<file path="config.mk">
export PLATFORM = sky130hd
export DESIGN_NAME = chess_clock_ctrl
export DESIGN_NICKNAME = d
export VERILOG_FILES = /design/src/rtl/chess_clock_ctrl.sv
export SDC_FILE = /design/constraint.sdc
export NUM_CORES = 1
export LEC_CHECK = 0
export BUFFER_PORTS_ARGS = -buffer_cell sky130_fd_sc_hd__buf_2
export CAP_MARGIN = 5
export CORE_ASPECT_RATIO = 1.75
export CORE_MARGIN = 3
export CORE_UTILIZATION = 59
export DETAILED_ROUTE_END_ITERATION = 8
export PLACE_DENSITY = 0.88
export SLEW_MARGIN = 5
export SYNTH_ARGS = -nofsm -noshare
export SYNTH_HDL_FRONTEND = slang
export SYNTH_SLANG_ARGS = --single-unit
</file>
<file path="constraint.sdc">
create_clock -name CLK -period 4.3 [get_ports CLK]
set_input_delay 0.43 -clock CLK [delete_from_list [all_inputs] [get_ports CLK]]
set_output_delay 0.43 -clock CLK [all_outputs]
set_load 0.1 [all_outputs]
</file>
<file path="src/rtl/chess_clock_ctrl.sv">
// Chess clock game sequencer: turn switching, pause/resume, time-setting
// mode with per-digit decrement pulses, and flag detection from timer
// overflow. Every output is registered, so it shows the decision made from
// the previous cycle's state and inputs.
//
// state   | meaning
// --------+---------------------------------------------------------
// IDLE    | after reset or game end; waiting for set mode or start
// SET     | time-setting mode; SEL picks a digit, BTN_DEC decrements it
// READY   | armed; the first player to press starts the opponent's clock
// RUN_A   | player A's clock is counting
// RUN_B   | player B's clock is counting
// PAUSE   | both clocks halted; DIR records the side to resume
// FLAGGED | a clock ran out; buzzer sounds, flags hold until BTN_SP

module chess_clock_ctrl #(
    parameter int MOVE_W      = 8,
    parameter int BUZZ_CYCLES = 16
) (
    input  logic              CLK,
    input  logic              CLR,
    input  logic              TICK,
    input  logic              BTN_A,
    input  logic              BTN_B,
    input  logic              BTN_SP,
    input  logic              BTN_SET,
    input  logic              BTN_SEL,
    input  logic              BTN_DEC,
    input  logic              OVF_A,
    input  logic              OVF_B,
    output logic              CE_A,
    output logic              CE_B,
    output logic              IMPULSE_A,
    output logic              IMPULSE_B,
    output logic              TCLR,
    output logic [3:0]        DEC_A,
    output logic [3:0]        DEC_B,
    output logic [2:0]        SEL,
    output logic [2:0]        STATE,
    output logic              FLAG_A,
    output logic              FLAG_B,
    output logic [MOVE_W-1:0] MOVES,
    output logic              BUZZ
);

    typedef enum logic [2:0] {
        IDLE    = 3'd0,
        SET     = 3'd1,
        READY   = 3'd2,
        RUN_A   = 3'd3,
        RUN_B   = 3'd4,
        PAUSE   = 3'd5,
        FLAGGED = 3'd6
    } state_t;

    // Loaded on flag entry; BUZZ stays high until this count reaches zero,
    // giving exactly BUZZ_CYCLES high cycles including the entry cycle.
    localparam logic [15:0] BUZZ_LOAD = 16'(BUZZ_CYCLES - 1);

    state_t              state, state_nx;
    logic                dir, dir_nx;
    logic [2:0]          sel_nx;
    logic                flag_a_nx, flag_b_nx;
    logic [MOVE_W-1:0]   moves_nx;
    logic [15:0]         buzz_cnt, buzz_cnt_nx;
    logic                buzz_nx;
    logic                tclr_nx;
    logic                imp_a_nx, imp_b_nx;
    logic [3:0]          dec_a_nx, dec_b_nx;
    logic                ce_nx;

    assign STATE = state;

    // State register and registered outputs; reset aborts any game in progress.
    always_ff @(posedge CLK) begin
        if (!CLR) begin
            state     <= IDLE;
            dir       <= 1'b0;
            SEL       <= 3'd0;
            FLAG_A    <= 1'b0;
            FLAG_B    <= 1'b0;
            MOVES     <= '0;
            buzz_cnt  <= 16'd0;
            BUZZ      <= 1'b0;
            TCLR      <= 1'b1;
            IMPULSE_A <= 1'b0;
            IMPULSE_B <= 1'b0;
            DEC_A     <= 4'd0;
            DEC_B     <= 4'd0;
            CE_A      <= 1'b0;
            CE_B      <= 1'b0;
        end else begin
            state     <= state_nx;
            dir       <= dir_nx;
            SEL       <= sel_nx;
            FLAG_A    <= flag_a_nx;
            FLAG_B    <= flag_b_nx;
            MOVES     <= moves_nx;
            buzz_cnt  <= buzz_cnt_nx;
            BUZZ      <= buzz_nx;
            TCLR      <= tclr_nx;
            IMPULSE_A <= imp_a_nx;
            IMPULSE_B <= imp_b_nx;
            DEC_A     <= dec_a_nx;
            DEC_B     <= dec_b_nx;
            CE_A      <= ce_nx;
            CE_B      <= ce_nx;
        end
    end

    // Next-state and next-output decode. In the run states overflow beats
    // start/pause, which beats the player button; a tick arriving with a
    // switch or pause still goes to the side that was running.
    always_comb begin
        state_nx    = state;
        dir_nx      = dir;
        sel_nx      = SEL;
        flag_a_nx   = FLAG_A;
        flag_b_nx   = FLAG_B;
        moves_nx    = MOVES;
        buzz_cnt_nx = buzz_cnt;
        buzz_nx     = 1'b0;
        tclr_nx     = 1'b0;
        imp_a_nx    = 1'b0;
        imp_b_nx    = 1'b0;
        dec_a_nx    = 4'd0;
        dec_b_nx    = 4'd0;

        case (state)
            IDLE: begin
                if (BTN_SET) begin
                    state_nx = SET;
                end else if (BTN_SP) begin
                    state_nx = READY;
                end
            end

            SET: begin
                // Decrement uses the digit selected before any same-cycle BTN_SEL.
                if (BTN_DEC) begin
                    if (SEL[2]) begin
                        dec_b_nx[SEL[1:0]] = 1'b1;
                    end else begin
                        dec_a_nx[SEL[1:0]] = 1'b1;
                    end
                end
                if (BTN_SET) begin
                    state_nx = IDLE;
                    sel_nx   = 3'd0;
                end else if (BTN_SEL) begin
                    sel_nx = SEL + 3'd1;
                end
            end

            READY: begin
                // Pressing your own button starts the opponent's clock.
                if (BTN_A && !BTN_B) begin
                    state_nx = RUN_B;
                end else if (BTN_B && !BTN_A) begin
                    state_nx = RUN_A;
                end
            end

            RUN_A: begin
                if (OVF_A) begin
                    state_nx    = FLAGGED;
                    flag_a_nx   = 1'b1;
                    buzz_nx     = 1'b1;
                    buzz_cnt_nx = BUZZ_LOAD;
                end else begin
                    imp_a_nx = TICK;
                    if (BTN_SP) begin
                        state_nx = PAUSE;
                        dir_nx   = 1'b0;
                    end else if (BTN_A) begin
                        state_nx = RUN_B;
                    end
                end
            end

            RUN_B: begin
                if (OVF_B) begin
                    state_nx    = FLAGGED;
                    flag_b_nx   = 1'b1;
                    buzz_nx     = 1'b1;
                    buzz_cnt_nx = BUZZ_LOAD;
                end else begin
                    imp_b_nx = TICK;
                    if (BTN_SP) begin
                        state_nx = PAUSE;
                        dir_nx   = 1'b1;
                    end else if (BTN_B) begin
                        state_nx = RUN_A;
                        // A full move completes when B hands the clock back to A.
                        if (MOVES != '1) begin
                            moves_nx = MOVES + 1'b1;
                        end
                    end
                end
            end

            PAUSE: begin
                if (BTN_SP) begin
                    state_nx = dir ? RUN_B : RUN_A;
                end else if (BTN_SET) begin
                    state_nx = IDLE;
                    tclr_nx  = 1'b1;
                end
            end

            FLAGGED: begin
                if (BTN_SP) begin
                    state_nx    = IDLE;
                    flag_a_nx   = 1'b0;
                    flag_b_nx   = 1'b0;
                    moves_nx    = '0;
                    buzz_cnt_nx = 16'd0;
                    tclr_nx     = 1'b1;
                end else if (buzz_cnt != 16'd0) begin
                    buzz_nx     = 1'b1;
                    buzz_cnt_nx = buzz_cnt - 16'd1;
                end
            end

            default: begin
                state_nx = IDLE;
            end
        endcase

        ce_nx = (state_nx != FLAGGED);
    end

endmodule

</file>
=== Word-level counts from Yosys, hierarchy flattened ===
Index checks and enable logic that the tools add are counted.

* Add/sub/neg operators: 3
* $lt $le $gt $ge: 2
* Equality and inequality tests: 19
* Multiplexer cells: 48
* Bitwise gates (word level): 5
* Reductions and logical operators: 22

{| class="wikitable"
|+ Operator list
! kind !! number
|-
| 16-bit two-way mux || 4
|-
| 3-bit two-way mux || 16
|-
| 16-bit one-hot mux with 3 select lines || 1
|-
| 8-bit two-way mux || 5
|-
| 3-bit one-hot mux with 7 select lines || 1
|-
| 2-bit != test (second input constant) || 10
|-
| 8-bit one-hot mux with 2 select lines || 1
|-
| 16-bit nonzero test || 1
|-
| 16-bit by 1-bit subtractor with 16-bit output (second input constant) || 1
|-
| 1-bit two-way mux || 14
|-
| 3-bit == test (second input constant) || 3
|-
| 8-bit by 1-bit adder with 8-bit output (second input constant) || 1
|-
| 8-bit != test (second input constant) || 1
|-
| 1-bit one-hot mux with 2 select lines || 4
|-
| 4-bit AND reduction || 2
|-
| 2-bit nonzero test || 4
|-
| 3-bit by 2-bit == test with 1-bit output (second input constant) || 2
|-
| 3-bit != test (second input constant) || 2
|-
| 3-bit AND reduction || 2
|-
| 6-bit AND reduction || 1
|-
| 3-bit OR reduction || 2
|-
| 1-bit inverter || 5
|-
| 5-bit AND reduction || 1
|-
| 4-bit OR reduction || 1
|-
| other kinds (11) || 14
|}

* Flip-flop bits (word level): 46
* Bits of input ports: 11
* Output and inout port bits: 30
* Word-level logic and storage cells: 113

=== Depth between registers and ports, before layout ===
Gate-level depths: netlist of the first run.

* Depth after elaboration: 6
* Depth in mapped cells: 7
* Mapped depth without buffers: 7

=== Worst setup path after synthesis of the first run ===
Ideal clock, no wire load.

* Path kind: register -> register
* From: register state[0], in the netlist STATE[0]
* To: register buzz_cnt[15]
* Setup time: 0.125 ns
* Arrival: 2.363 ns
* Data required time: 4.175 ns
* Path slack: 1.811 ns
* Cell stages (with the launch flop): 6
* Buffers on the path: 0
* Period minus slack after synthesis: 2.489 ns
* Cells stage by stage: dfxtp_1 nand4b_1 o21a_1 or4b_1 xor2_1 nor2_2

* Longest elaborated chain between the ends: 3
* Elaborated cells between the ends (all ways): 9
* Those cells by class: 6 x eq/ne; 1 x mux; 2 x reduce/logical

{| class="wikitable"
|+ RTL lines
! what !! RTL line !! text
|-
| from (decl) || 60 || <nowiki>state_t state, state_nx;</nowiki>
|-
| from (signal assigned) || 93 || <nowiki>state <= state_nx;</nowiki>
|-
| 3-bit == test / 3-bit by 2-bit == test with 1-bit output (equally long branches) || 129 || <nowiki>case (state)</nowiki>
|-
| 3-bit != test (no line) (tied with other cells) || n/a ||
|-
| 4-bit AND reduction (no line) || n/a ||
|-
| to (signal assigned) || 99 || <nowiki>buzz_cnt <= buzz_cnt_nx;</nowiki>
|-
| to (decl) || 65 || <nowiki>logic [15:0] buzz_cnt, buzz_cnt_nx;</nowiki>
|}

Parallel ways exist; a longest one is shown, timed or not.
A chain may end at the register's enable or synchronous reset.

=== Final worst setup path of the first run ===
* From: register state[1], in the netlist STATE[1]
* To: register buzz_cnt[14]

The elaborated chain is that of the path after synthesis.

==> flow_summary.toml, run 1 <==
[outcome]
outcome = "finished, final reports clean"

[cells_and_area]
most-common-layout-cells = "sky130_fd_sc_hd__dfxtp_1 (46), sky130_fd_sc_hd__buf_2 (40), sky130_fd_sc_hd__nor2_1 (29)"
synthToLayoutAreaGrowth_pct = 12.7
final_layout_size_suffix_gt1_share_pct = 19.2
layout.nets = 323
mostFrequentLayoutCell = "sky130_fd_sc_hd__dfxtp_1"
register_area_um2 = 921
n_fill_cell = 317
multiInputGateArea_um2 = 1270
final_design_area_no_fill_um2 = 2590
antenna-diode-count = 0
layout.cells.non_filler = 353

[logic_synthesis]
post_syn_instances = 271
post-synth-top-area-cell = "sky130_fd_sc_hd__dfxtp_1"
synth_seq_area_share_pct = 40.1
synth.ff_latch_count = 46
synthDistinctLibCells = 54
syn-cell-area_um2 = 2290
asyncSetResetFlopFracSynth_pct = 0
synth-main-ff-cell = "sky130_fd_sc_hd__dfxtp_1"
synthesis.area_per_instance_um2 = 8.47
synth_enable_flop_cells = 0
synthesis.yosys.warnings = 0
area_fraction_of_the_dominant_cell_type_after_synthesis_pct = 40.1
ys_top_cells_by_area = "sky130_fd_sc_hd__dfxtp_1 (40%), sky130_fd_sc_hd__o21ai_0 (5.2%), sky130_fd_sc_hd__nor2_1 (4.7%)"
mappedNetlistNets = 288

[route]
drt-wirelength-per-cell_um = 14.2
number_of_iterations_in_the_first_detailed_routing_pass = 4
drc_violation_total_after_the_first_tritonroute_iteration = 80
detail_route.wirelength_mm = 5.01
final_antenna_net_count = 0
detailroute.via_count = 2089
remaining_drc_errors = 0
vias_per_cell = 5.92

[sta]
final.setup_skew_ns = 0.00652
slew_violations = 0
worst_pin_slew_ns = 1.18
timing.final.setup_violations = 0
setup_total_negative_slack_ns = 0
period_needed_ns = 2.62
final-hold-violation-count = 0
final.period_utilization_pct = 60.8
maxClockFrequency_mhz = 382
unrepaired_setup_endpoints_after_global_routing = "false"
max_slew_margin_pct = 20.6

[clock_tree]
cts-htree-levels = 2
cts_repair_resize_count = 0
cts.clk_slew.worst_paths_ns = 0.08
clk_latency_ns = 0.29
tritoncts.num_buffers = 5
cts-root-to-sink-buffers = 2
tritoncts_clock_tree = "done"
cts_post_setup_buffers_inserted = 0
clockRootBuffer = "sky130_fd_sc_hd__clkbuf_8"
cts_hold_repair.buffers = 0
clock_sinks = 46

[power_and_ir_drop]
power.leakage_nw = 1.04
p_switching_mw = 0.469
pwr-share-seq_pct = 43.3
irDropWorstVdd_mv = 0.365
power_switching_share_pct = 39.3
comb_power_share_pct = 34.5
internal-power_mw = 0.724
power_frac_clock_pct = 22.2
powerDensity_nw_per_um2 = 461

[job]
count_of_max_cap_constraint_violations = 0

[worst_setup_path]
worst_r2r_startpoint = "STATE[1]"
crit_type = "register to register"
critical_path.max_fanout = 26
timing.critical_path.required_ns = 4.44
end_kind = "register"
worstPathArrival_ns = 2.75
timing.reg2reg.worst_path_depth = 4
cp-start-kind = "register"
timing.critical_path.from = "STATE[1]"

[global_routing]
antenna_violations_before_repair = 0
first_pass_grt_wire_length_mm = 8.76
globalRouteOverflowTotal = 0
vias_in_the_first_global_route = 1982
gr-usage-all-layers_pct = 24.5
grt_max_degree = 27

[place]
globalplace.congestion = 0.929
placement_stage_cell_area_um2 = 2490
half_perimeter_wire_length_after_placement_mm = 3.73
port_bufs = 40
place.detailed.instances = 345

[floorplanning]
row_count = 29
total_die_area_um2 = 4700
io_pins = 41
chipWidth_um = 53.1
dieHeight_um = 88.5
initial_utilization_pct = 62.0
core_area_um2 = 3700

[hold_path]
holdCritPathClass = "input port to register"
whs_path_depth = 2
startpoint_of_the_tightest_hold_check_path = "OVF_A"
metal layers:
layer  routed length, µm  up-vias  track usage (%)
met3                 259        9             4.38
met1                1950      979             26.5
met2                2700       65             45.5
met4                  99        0             9.30
li1                    -     1036                -
met5                   0        -                0
final cells by class:
class / count / share of cell area [%]
multi-input cells: 201 / 49.2
flip-flops and latches: 46 / 35.6
repair buffers: 40 / 7.74
clock buffers: 7 / 3.34
well taps: 46 / 2.23
inverters: 12 / 1.74
clock inverters: 1 / 0.194
Yosys cell counts, types with 4 or more instances:
master and n:
sky130_fd_sc_hd__nor3_1 9, sky130_fd_sc_hd__dfxtp_1 46, sky130_fd_sc_hd__nor4_1 4, sky130_fd_sc_hd__xor2_1 8
sky130_fd_sc_hd__or3_1 7, sky130_fd_sc_hd__inv_1 11, sky130_fd_sc_hd__and2_1 9, sky130_fd_sc_hd__nand3_1 9
sky130_fd_sc_hd__nor2_1 29, sky130_fd_sc_hd__nand4_1 5, sky130_fd_sc_hd__ha_1 6, sky130_fd_sc_hd__a21oi_1 20
sky130_fd_sc_hd__o21a_1 4, sky130_fd_sc_hd__o21ai_0 24, sky130_fd_sc_hd__clkbuf_1 9, sky130_fd_sc_hd__o31ai_1 4
sky130_fd_sc_hd__nand2_1 11
power by group through the flow:
stage                     sequential (mW)  combinational [mW]  clock, mW
after global routing                0.523               0.448      0.286
after floorplan                     0.589               0.269          0
final                               0.516               0.412      0.265
after CTS                           0.515               0.411      0.272
after global placement              0.523               0.398          0
after detailed placement            0.525               0.407          0
registers in the layout, summed over array words and instances, names as in the netlist, 3 cells and up:
signal / count
buzz_cnt: 16
DEC_B: 4
SEL: 3
DEC_A: 4
STATE: 3
MOVES: 8
metrics by stage:
step,power [mW],hold slack [ns],util (%),setup WS [ns]
global placement,0.921,0.467,67.4,1.69
floorplan,0.859,0.460,-,1.81
detailed placement,0.932,0.484,67.4,1.70
CTS,1.20,0.338,69.9,1.67
global route,1.26,0.368,69.9,1.41
finish,1.19,0.348,69.9,1.68
critical path: stages, from the launching register on:
cell	delay, ns
sky130_fd_sc_hd__dfxtp_1	0.83
sky130_fd_sc_hd__nand4b_1	0.38
sky130_fd_sc_hd__o21a_1	0.23
sky130_fd_sc_hd__o21ai_0	0.91
sky130_fd_sc_hd__nor2_1	0.11
path summary, 6_finish.rpt:
check	endpoint	slack, ns
worst min register to register	buzz_cnt[3]	0.50
worst max register to register	buzz_cnt[14]	1.68
worst max-delay path	buzz_cnt[14]	1.68
worst min-delay path	IMPULSE_A	0.35
logic make-up after synthesis:
family | count (synthesis) | share of synthesized area (%)
adder cells (fa/ha/maj) | 6 | 3.27
flip-flops | 46 | 40.1
multiplexers | 3 | 1.31
XOR/XNOR | 11 | 4.20
AO/OA/AOI/OAI | 70 | 19.3
buffers and inverters | 24 | 4.47
AND/OR/NAND/NOR | 111 | 27.3
(Power assumes the default switching activity.)
==> run 2, diff against run 1 <==
--- a/config.mk
+++ b/config.mk
@@ -5,13 +5,14 @@
 export SDC_FILE = /design/constraint.sdc
 export NUM_CORES = 1
 export LEC_CHECK = 0
+export ABC_AREA = 1
 export BUFFER_PORTS_ARGS = -buffer_cell sky130_fd_sc_hd__buf_2
 export CAP_MARGIN = 5
 export CORE_ASPECT_RATIO = 1.75
 export CORE_MARGIN = 3
-export CORE_UTILIZATION = 59
+export CORE_UTILIZATION = 51
 export DETAILED_ROUTE_END_ITERATION = 8
-export PLACE_DENSITY = 0.88
+export PLACE_DENSITY = 0.8
 export SLEW_MARGIN = 5
 export SYNTH_ARGS = -nofsm -noshare
 export SYNTH_HDL_FRONTEND = slang
==> constraint.sdc (replaced) <==
create_clock -name CLK -period 2.3 [get_ports CLK]
set_input_delay 0.23 -clock CLK [delete_from_list [all_inputs] [get_ports CLK]]
set_output_delay 0.23 -clock CLK [all_outputs]
set_load 0.1 [all_outputs]
==> run 2 against run 1 <==
Against the previous run:
- wire length up 20%
- clock-buffer cell count decreased by 2
- via count is 19% higher
- worst hold slack got worse by 0.18 ns
- register-to-register slack got worse by 1.2 ns
- utilization fell by 9.4 points
- clock skew grew 0.00059 ns
- non-clock buffer count up 4
- area after synthesis is 8.8% higher
- sequential share of layout area down 3.3 points
- critical path type unchanged
- largest cell class unchanged
- largest power group is now combinational logic
==> flow_summary.toml, run 2 <==
[outcome]
outcome = "finished, final reports clean"

[logic_synthesis]
post_syn_instances = 371
synth_seq_area_share_pct = 36.9
synth_enable_flop_cells = 0
syn-cell-area_um2 = 2500
synthesis.area_per_instance_um2 = 6.73
area_fraction_of_the_dominant_cell_type_after_synthesis_pct = 36.9
yosys.cell_count.top_type = "sky130_fd_sc_hd__nand2_1"
synthesis.yosys.warnings = 0
synth-main-ff-cell = "sky130_fd_sc_hd__dfxtp_1"
asyncSetResetFlopFracSynth_pct = 0
post_synth_most_frequent_cells = "sky130_fd_sc_hd__nand2_1 (98), sky130_fd_sc_hd__nor2_1 (52), sky130_fd_sc_hd__dfxtp_1 (46), sky130_fd_sc_hd__inv_1 (37), sky130_fd_sc_hd__a21oi_1 (31)"
synth.ff_latch_count = 46
mappedNetlistNets = 388
post-synth-top-area-cell = "sky130_fd_sc_hd__dfxtp_1"
ys_top_cells_by_area = "sky130_fd_sc_hd__dfxtp_1 (37%), sky130_fd_sc_hd__nand2_1 (15%), sky130_fd_sc_hd__nor2_1 (7.8%)"
synthDistinctLibCells = 32

[cells_and_area]
most-common-layout-cells = "sky130_fd_sc_hd__nand2_1 (98), sky130_fd_sc_hd__nor2_1 (52), sky130_fd_sc_hd__dfxtp_1 (46)"
antenna-diode-count = 0
layout.cells.non_filler = 469
biggest_register = "buzz_cnt"
largest_register_ff_count = 16
final_layout_size_suffix_gt1_share_pct = 17.3
top_regs = "buzz_cnt (16), MOVES (8)"
layout.nets = 433
finalCoreUtilization_pct = 60.5
synthToLayoutAreaGrowth_pct = 14.0
mostFrequentLayoutCell = "sky130_fd_sc_hd__nand2_1"
n_fill_cell = 471

[power_and_ir_drop]
power_switching_share_pct = 47.5
power_frac_clock_pct = 18.2
power.leakage_nw = 1.36
powerDensity_nw_per_um2 = 965
comb_power_share_pct = 46.7
internal-power_mw = 1.44
pwr-share-seq_pct = 35.1
p_switching_mw = 1.30
finalPower_mw = 2.75
irDropWorstVdd_mv = 0.687

[route]
final_antenna_net_count = 0
drt-wirelength-per-cell_um = 12.8
detailroute.via_count = 2496
number_of_iterations_in_the_first_detailed_routing_pass = 4
detail_route.wirelength_mm = 6.02
drc_violation_total_after_the_first_tritonroute_iteration = 95
vias_per_cell = 5.32
remaining_drc_errors = 0

[worst_setup_path]
timing.critical_path.required_ns = 2.50
critical-path-max-stage-delay_ns = 0.34
critical-path-top-cell-by-count = "sky130_fd_sc_hd__nor2_1"
worstPathArrival_ns = 2.00
end_kind = "register"
crit_type = "register to register"
critical_path.max_fanout = 11
cp-start-kind = "register"
worst_path_max_delay_cell = "sky130_fd_sc_hd__dfxtp_1"
timing.reg2reg.worst_path_depth = 9
crit_chain = "inv_1 -> ha_1 -> nand2_1 -> nor2_1 -> nand4_4 -> nand2_2 -> inv_2 -> o21ai_0 -> nor2_1"

[global_routing]
gr-usage-all-layers_pct = 23.0
globalRouteOverflowTotal = 0
first_pass_grt_wire_length_mm = 10.5
antenna_violations_before_repair = 0
use_met1_pct = 24.1
gr-usage-met2_pct = 41.1
top_usage_layer = "met2"
globalRouteMet3Util_pct = 3.54
vias_in_the_first_global_route = 2481
grt_max_degree = 16

[sta]
final.period_utilization_pct = 78.0
unrepaired_setup_endpoints_after_global_routing = "false"
timing.hold.ws_ns = 0.169
final-hold-violation-count = 0
setup_total_negative_slack_ns = 0
slew_violations = 0
worst_pin_slew_ns = 0.605
timing.final.setup_violations = 0
max_slew_margin_pct = 59.3
maxClockFrequency_mhz = 558
final.setup_skew_ns = 0.00711
period_needed_ns = 1.79

[clock_tree]
cts.clk_slew.worst_paths_ns = 0.09
clockRootBuffer = "sky130_fd_sc_hd__clkbuf_8"
tritoncts_clock_tree = "done"
cts-root-to-sink-buffers = 2
cts_hold_repair.buffers = 0
clock_sinks = 46
tritoncts.num_buffers = 5
cts-htree-levels = 2
cts_repair_resize_count = 0
clk_latency_ns = 0.31
cts_post_setup_buffers_inserted = 0

[hold_path]
holdCritPathClass = "input port to register"
whs_path_depth = 3

[place]
place.detailed.instances = 461
globalplace.congestion = 0.974
port_bufs = 40
half_perimeter_wire_length_after_placement_mm = 4.69

[floorplanning]
dieHeight_um = 98.5
total_die_area_um2 = 5800
io_pins = 41
initial_utilization_pct = 53.0
row_count = 33
core_area_um2 = 4710
chipWidth_um = 58.9

[job]
count_of_max_cap_constraint_violations = 0
## run 2: cell count changes in the layout (fill, tap and decap cells not counted), sizes merged, moves of 10 or more
cell | before | now
o21ai | 27 | 10
and2 | 10 | 0
inv | 11 | 43
a21oi | 20 | 33
nand2 | 11 | 101
nor2 | 31 | 58
nand3 | 10 | 26
## run 2: through the flow
stage | setup slack, ns | cell area, µm²
floorplan | 0.0657 | 2500
detailed placement | 0.517 | 2760
CTS | 0.511 | 2850
finish | 0.507 | 2850
global placement | 0.584 | 2760
global route | 0.322 | 2850
## run 2: logic make-up after synthesis
group	Yosys count	share of synthesized area, %
simple gates	213	38.8
buf+inv	50	8.02
compound gates	49	10.8
flops	46	36.9
xor+xnor	7	2.46
fa+ha+maj	6	3.01
## run 2: metal layers
| metal | wire (µm) | share of wire [%] |
|---|---|---|
| met5 | 0 | 0 |
| met2 | 3260 | 54 |
| met1 | 2310 | 38 |
| met3 | 233 | 3.9 |
| met4 | 215 | 3.6 |
## run 2: critical path, delay by kind of cell, from the launching register on
family / cells / cell delay [ns]
AOI/OAI and AO/OA: 1 / 0.15
adders and majority gates: 1 / 0.19
buffers and inverters: 2 / 0.23
DFF: 1 / 0.34
and+or+nand+nor: 5 / 0.79
## run 2: area by class of cell
cell class / count / area, µm² / share of cell area [%]
timing repair buffer: 44 / 230 / 8.09
multi-input combinational: 275 / 1380 / 48.3
sequential: 46 / 921 / 32.4
clock inverter: 3 / 21.3 / 0.747
clock buffer: 5 / 68.8 / 2.42
tap: 52 / 65.1 / 2.29
inverter: 44 / 165 / 5.80
## run 2: power groups by stage
stage                     Combinational (mW)  Clock (mW)  Sequential, mW
after floorplan                        0.814           0            1.19
after global placement                  1.25           0           0.976
after detailed placement                1.27           0           0.978
after CTS                               1.28       0.509           0.961
after global routing                    1.43       0.538           0.973
final                                   1.28       0.500           0.963
## run 2: path summary, 6_finish.rpt
path | startpoint | endpoint | slack (ns)
max | buzz_cnt[0] | buzz_cnt[2] | 0.51
min | TICK | IMPULSE_A | 0.17
max reg2reg | buzz_cnt[0] | buzz_cnt[2] | 0.51
min reg2reg | FLAG_A | FLAG_A | 0.47
